===== config.mk =====
export PLATFORM = sky130hd
export DESIGN_NAME = pc_fetch_ctrl
export DESIGN_NICKNAME = d
export VERILOG_FILES = /design/src/rtl/pc_fetch_ctrl.sv
export SDC_FILE = /design/constraint.sdc
export NUM_CORES = 1
export LEC_CHECK = 0
export CAP_MARGIN = 15
export CORE_MARGIN = 4
export CORE_UTILIZATION = 36
export CTS_BUF_LIST = sky130_fd_sc_hd__clkbuf_8
export DETAILED_ROUTE_END_ITERATION = 6
export HOLD_SLACK_MARGIN = 0.02
export PLACE_DENSITY = 0.79
export SYNTH_ARGS = -nofsm -noshare
export SYNTH_HDL_FRONTEND = slang
export SYNTH_SLANG_ARGS = --single-unit

===== constraint.sdc =====
create_clock -name clk -period 2.3 [get_ports clk]
set_input_delay 0.46 -clock clk [delete_from_list [all_inputs] [get_ports clk]]
set_output_delay 0.46 -clock clk [all_outputs]
set_load 0.005 [all_outputs]

===== src/rtl/pc_fetch_ctrl.sv =====
`timescale 1ns/1ps
// ---------------------------------------------------------------------------
// pc_fetch_ctrl
//
// Program-counter register and instruction-fetch sequencer. It captures the
// next PC chosen by the upstream next-PC select stage, requests that word
// from instruction memory, and holds the returned instruction until decode
// takes it. Flush redirects the PC. A fetch that waits too long for an
// acknowledge parks the block in a sticky fault state that only reset clears.
//
// Parameters:
//   N        data / instruction width (also width of next_pc and flush_pc)
//   Pb       PC width; next_pc / flush_pc are truncated to their Pb LSBs
//   RESET_PC PC loaded on reset
//   TIMEOUT  consecutive unacknowledged request cycles before fault (2..255)
//
// Ports:
//   clk          clock, all state changes on the rising edge
//   rst          asynchronous active-high reset
//   next_pc      next PC from the next-PC select stage (used at hand-off)
//   flush        one-cycle redirect request
//   flush_pc     redirect target, valid with flush
//   stall        blocks the instruction hand-off while high
//   imem_req     instruction-memory read request
//   imem_addr    read address, always equal to pc
//   imem_ack     qualifies imem_rdata for the address presented this cycle
//   imem_rdata   instruction word from memory
//   instr        held instruction for decode
//   instr_valid  instr is valid for decode
//   instr_ready  decode accepts instr
//   pc           current PC, fed back to the next-PC select stage
//   fault        sticky fetch-timeout flag
// ---------------------------------------------------------------------------
module pc_fetch_ctrl #(
  parameter int            N        = 32,
  parameter int            Pb       = 32,
  parameter logic [Pb-1:0] RESET_PC = '0,
  parameter int            TIMEOUT  = 16
) (
  input  logic          clk,
  input  logic          rst,
  input  logic [N-1:0]  next_pc,
  input  logic          flush,
  input  logic [N-1:0]  flush_pc,
  input  logic          stall,
  output logic          imem_req,
  output logic [Pb-1:0] imem_addr,
  input  logic          imem_ack,
  input  logic [N-1:0]  imem_rdata,
  output logic [N-1:0]  instr,
  output logic          instr_valid,
  input  logic          instr_ready,
  output logic [Pb-1:0] pc,
  output logic          fault
);

  typedef enum logic [1:0] {
    IDLE  = 2'd0,
    REQ   = 2'd1,
    HOLD  = 2'd2,
    FAULT = 2'd3
  } state_t;

  localparam logic [7:0] CNT_LAST = 8'(TIMEOUT - 1);

  state_t        state_q, state_nxt;
  logic [Pb-1:0] pc_q, pc_nxt;
  logic [N-1:0]  instr_q, instr_nxt;
  logic [7:0]    cnt_q, cnt_nxt;

  // Next-state and datapath decisions. Everything defaults to holding its
  // current value, so only the events that actually change state are spelled
  // out below. Flush is checked first in every live state because a redirect
  // must override an acknowledge, a timeout or a decode hand-off. FAULT has
  // no exits here on purpose: only reset gets the block out of it.
  always_comb begin
    state_nxt = state_q;
    pc_nxt    = pc_q;
    instr_nxt = instr_q;
    cnt_nxt   = cnt_q;

    case (state_q)
      IDLE: begin
        state_nxt = REQ;
        if (flush) begin
          pc_nxt  = flush_pc[Pb-1:0];
          cnt_nxt = '0;
        end
      end

      REQ: begin
        if (flush) begin
          pc_nxt  = flush_pc[Pb-1:0];
          cnt_nxt = '0;
        end else if (imem_ack) begin
          instr_nxt = imem_rdata;
          cnt_nxt   = '0;
          state_nxt = HOLD;
        end else if (cnt_q == CNT_LAST) begin
          state_nxt = FAULT;
        end else begin
          cnt_nxt = cnt_q + 8'd1;
        end
      end

      HOLD: begin
        if (flush) begin
          pc_nxt    = flush_pc[Pb-1:0];
          cnt_nxt   = '0;
          state_nxt = REQ;
        end else if (instr_ready && !stall) begin
          pc_nxt    = next_pc[Pb-1:0];
          state_nxt = REQ;
        end
      end

      FAULT: begin
        state_nxt = FAULT;
      end

      default: begin
        state_nxt = IDLE;
      end
    endcase
  end

  // State register. Reset is asynchronous so that a reset arriving in the
  // middle of a fetch drops the request and the valid flag at once rather
  // than waiting for the next clock edge.
  always_ff @(posedge clk or posedge rst) begin
    if (rst) begin
      state_q <= IDLE;
      pc_q    <= RESET_PC;
      instr_q <= '0;
      cnt_q   <= '0;
    end else begin
      state_q <= state_nxt;
      pc_q    <= pc_nxt;
      instr_q <= instr_nxt;
      cnt_q   <= cnt_nxt;
    end
  end

  // The handshake flags are pure decodes of the registered state, which
  // keeps every output glitch-free and free of input-to-output paths.
  assign imem_req    = (state_q == REQ);
  assign instr_valid = (state_q == HOLD);
  assign fault       = (state_q == FAULT);
  assign imem_addr   = pc_q;
  assign pc          = pc_q;
  assign instr       = instr_q;

endmodule


==> impl_metrics.env <==
export IMPL_die_area_sq_um=11400
export IMPL_viasPerCell=4.69
export IMPL_syn_inst=308
export IMPL_relSlewSlack=0.729
export IMPL_endpoint_kind="primary output"
export IMPL_tightest_slew_ps=406
export IMPL_yosysSeqAreaShare=0.526
export IMPL_drv_cap=0
export IMPL_start_util=0.376
export IMPL_synthAdderAreaFrac=0.00355
export IMPL_leakage_uw=0.00227
export IMPL_dp_cells=598
export IMPL_gp_congestion=0.807
export IMPL_grt_setup_unrepaired="false"
export IMPL_required_ps=1840
export IMPL_ys_flop_type="dfrtp_1"
export IMPL_yosys_top_cells_count="dfrtp_1 (74), buf_4 (39), nand2_1 (39), o21ai_0 (36)"
export IMPL_cts_setup_buffers=0
export IMPL_power_density_nw_per_um2=1040
export IMPL_synth_mux_area_frac=0.193
export IMPL_period_share=0.875
export IMPL_synth_top_family_by_area="multiplexers"
export IMPL_ant_nets=0
export IMPL_drive_above_1_share=0.132
export IMPL_syn_nets=411
export IMPL_fin_cells=614
export IMPL_cts_max_path_buffers=2
export IMPL_core_area_sq_um=9370
export IMPL_grt_max_degree=65
export IMPL_clkSinkCount=74
export IMPL_dr_pass1_iters=4
export IMPL_cts_tree="yes"
export IMPL_grt_use_total=0.167
export IMPL_clkTransAtPathRegs_ps=80
export IMPL_hpwl_um=7640
export IMPL_clk_latency_ps=330
export IMPL_cp_max_fo=7
export IMPL_die_x_um=107
export IMPL_cts_inserted_buffers=9
export IMPL_status="completed"
export IMPL_hp_class="input port to async pin"
export IMPL_setup_viol=0
export IMPL_synth_cell_type_count=36
export IMPL_yosys_warnings=0
export IMPL_grt_overflow_total=0
export IMPL_syn_area_sq_um=3520
export IMPL_r2r_setup_slack_ps=590
export IMPL_ys_ff_latch=74
export IMPL_drc=0
export IMPL_io_pins=201
export IMPL_htree_num_levels=3
export IMPL_yosys_area_top_type="dfrtp_1"
export IMPL_nets=583
export IMPL_antenna_found_initial=0
export IMPL_drtIter0Drc=96
export IMPL_critPathArrivalTime_ps=1550
export IMPL_die_h_um=107
export IMPL_route_vias_total=2881
export IMPL_yosysMostFrequentCell="dfrtp_1"
export IMPL_syn_to_final_growth_pct=61.5
export IMPL_ir_worst_vdd_v=0.000685
export IMPL_synth_compound_area_frac=0.0842
export IMPL_num_rows=35
export IMPL_cts_root_buf="clkbuf_8"
export IMPL_async_flop_share=1.00
export IMPL_hold_viol_final=0
export IMPL_synth_xor_area_frac=0.00498
export IMPL_yosys_area_share_simple=0.0903
export IMPL_diodes=0
export IMPL_fin_tns_setup_ps=0
export IMPL_cts_resized=0
export IMPL_synth_edf_count=0
export IMPL_synth_area_per_cell_sq_um=11.4
export IMPL_grt_pass1_wl_um=15100
export IMPL_reg2reg_depth=4
export IMPL_finalPower_uw=5910
export IMPL_fillCellCount=791
export IMPL_cts_hold_repair_buffers=0
export IMPL_slew_violations=0
export IMPL_wirelength_um=9560
export IMPL_worstSetupPathType="flop to primary output"
export IMPL_timing_fmax_ghz=0.497
export IMPL_yosysTopAreaCellShare=0.526
export IMPL_io_buffers=200
export IMPL_grt_pass1_vias=3008
export IMPL_synth_area_leaders="dfrtp_1 (53%), mux2_2 (10%), mux2i_1 (9.1%)"
export IMPL_period_minus_slack_ps=2010
export IMPL_wire_per_inst_um=15.6
export IMPL_final_util=0.607
export IMPL_finClkSkew_ps=8.22
export IMPL_crit_path_start_kind="flop"
==> flip-flops by register name, indices dropped and copies added (netlist names) <==
signal and flops:
imem_addr 32, instr 32, cnt_q 8, state_q 2
==> report_power, final <==
group	switching, uW	leakage [uW]	internal [uW]
sequential	393	0.000910	1870
combinational	832	0.00127	1880
clock	484	0.0000838	452
total	1710	0.00227	4200
==> worst paths after layout <==
path                            start       endpoint
max in group asynchronous         rst  imem_addr[17]
setup reg to reg           state_q[0]       cnt_q[5]
min in group clk            instr[30]      instr[30]
hold / removal                    rst  imem_addr[22]
hold reg to reg             instr[30]      instr[30]
setup / recovery           state_q[0]    instr_valid
==> stage by stage <==
step / area (sq um) / worst slack (ps) / hold WS (ps)
after floorplan: 3520 / 684 / 496
after global placement: 5500 / 253 / 490
after detailed placement: 5500 / 183 / 494
after CTS: 5690 / 258 / 459
after global routing: 5690 / 215 / 469
final: 5690 / 287 / 458
==> cell type report <==
| type | instances | area [sq um] | share of cell area |
|---|---|---|---|
| clock inverter | 5 | 38.8 | 0.00682 |
| timing repair buffer | 207 | 2100 | 0.370 |
| multi-input combinational | 183 | 1350 | 0.237 |
| sequential | 74 | 1850 | 0.326 |
| clock buffer | 11 | 151 | 0.0266 |
| inverter | 5 | 27.5 | 0.00484 |
| tap | 129 | 161 | 0.0284 |
==> layout by cell type (no fill, tap or decap), drive strengths merged <==
cell           netlist  final
a21oi                4      4
nand2b               3      3
o21ai               37     37
nor4                 1      1
mux2i               32     32
and2b                2      2
nand3                2      2
or2                  1      1
a221oi               1      1
nand2               39     39
nor2                 7      7
nand4                1      1
o32ai                1      1
o2111ai              1      1
a211oi               2      2
xnor2                2      2
o31ai                2      2
nor2b                3      3
mux2                32     32
nor3b                1      1
o41ai                1      1
and3                 1      1
nor3                 1      1
ha                   1      1
o311ai               1      1
dfrtp               74     74
or4                  3      3
inv                  4      3
clkbuf               6     11
clkinv               1      2
clkinvlp             0      5
buf                 40      7
clkdlybuf4s50        0    200
and3b                1      1
==> critical path: stages (launching register included) <==
cell and delay, ps:
dfrtp_1 470, and2b_1 250, clkdlybuf4s50_1 500
==> kinds of logic (layout without fill, tap and decap cells) <==
| logic type | after synthesis | in the layout |
|---|---|---|
| adder cells (fa/ha/maj) | 1 | 1 |
| AO/OA/AOI/OAI | 50 | 50 |
| buffers and inverters | 51 | 228 |
| XOR/XNOR | 2 | 2 |
| multiplexers | 64 | 64 |
| flip-flops | 74 | 74 |
| AND/OR/NAND/NOR | 66 | 66 |
==> per-layer routing <==
metal	GRT usage	vias up	share of wire
met3	0.0789	6	0.11
li1	-	1378	-
met2	0.285	147	0.49
met1	0.190	1350	0.39
met5	0	-	0
met4	0.0384	0	0.0062
Note: power is estimated with default switching activity, not from simulation.
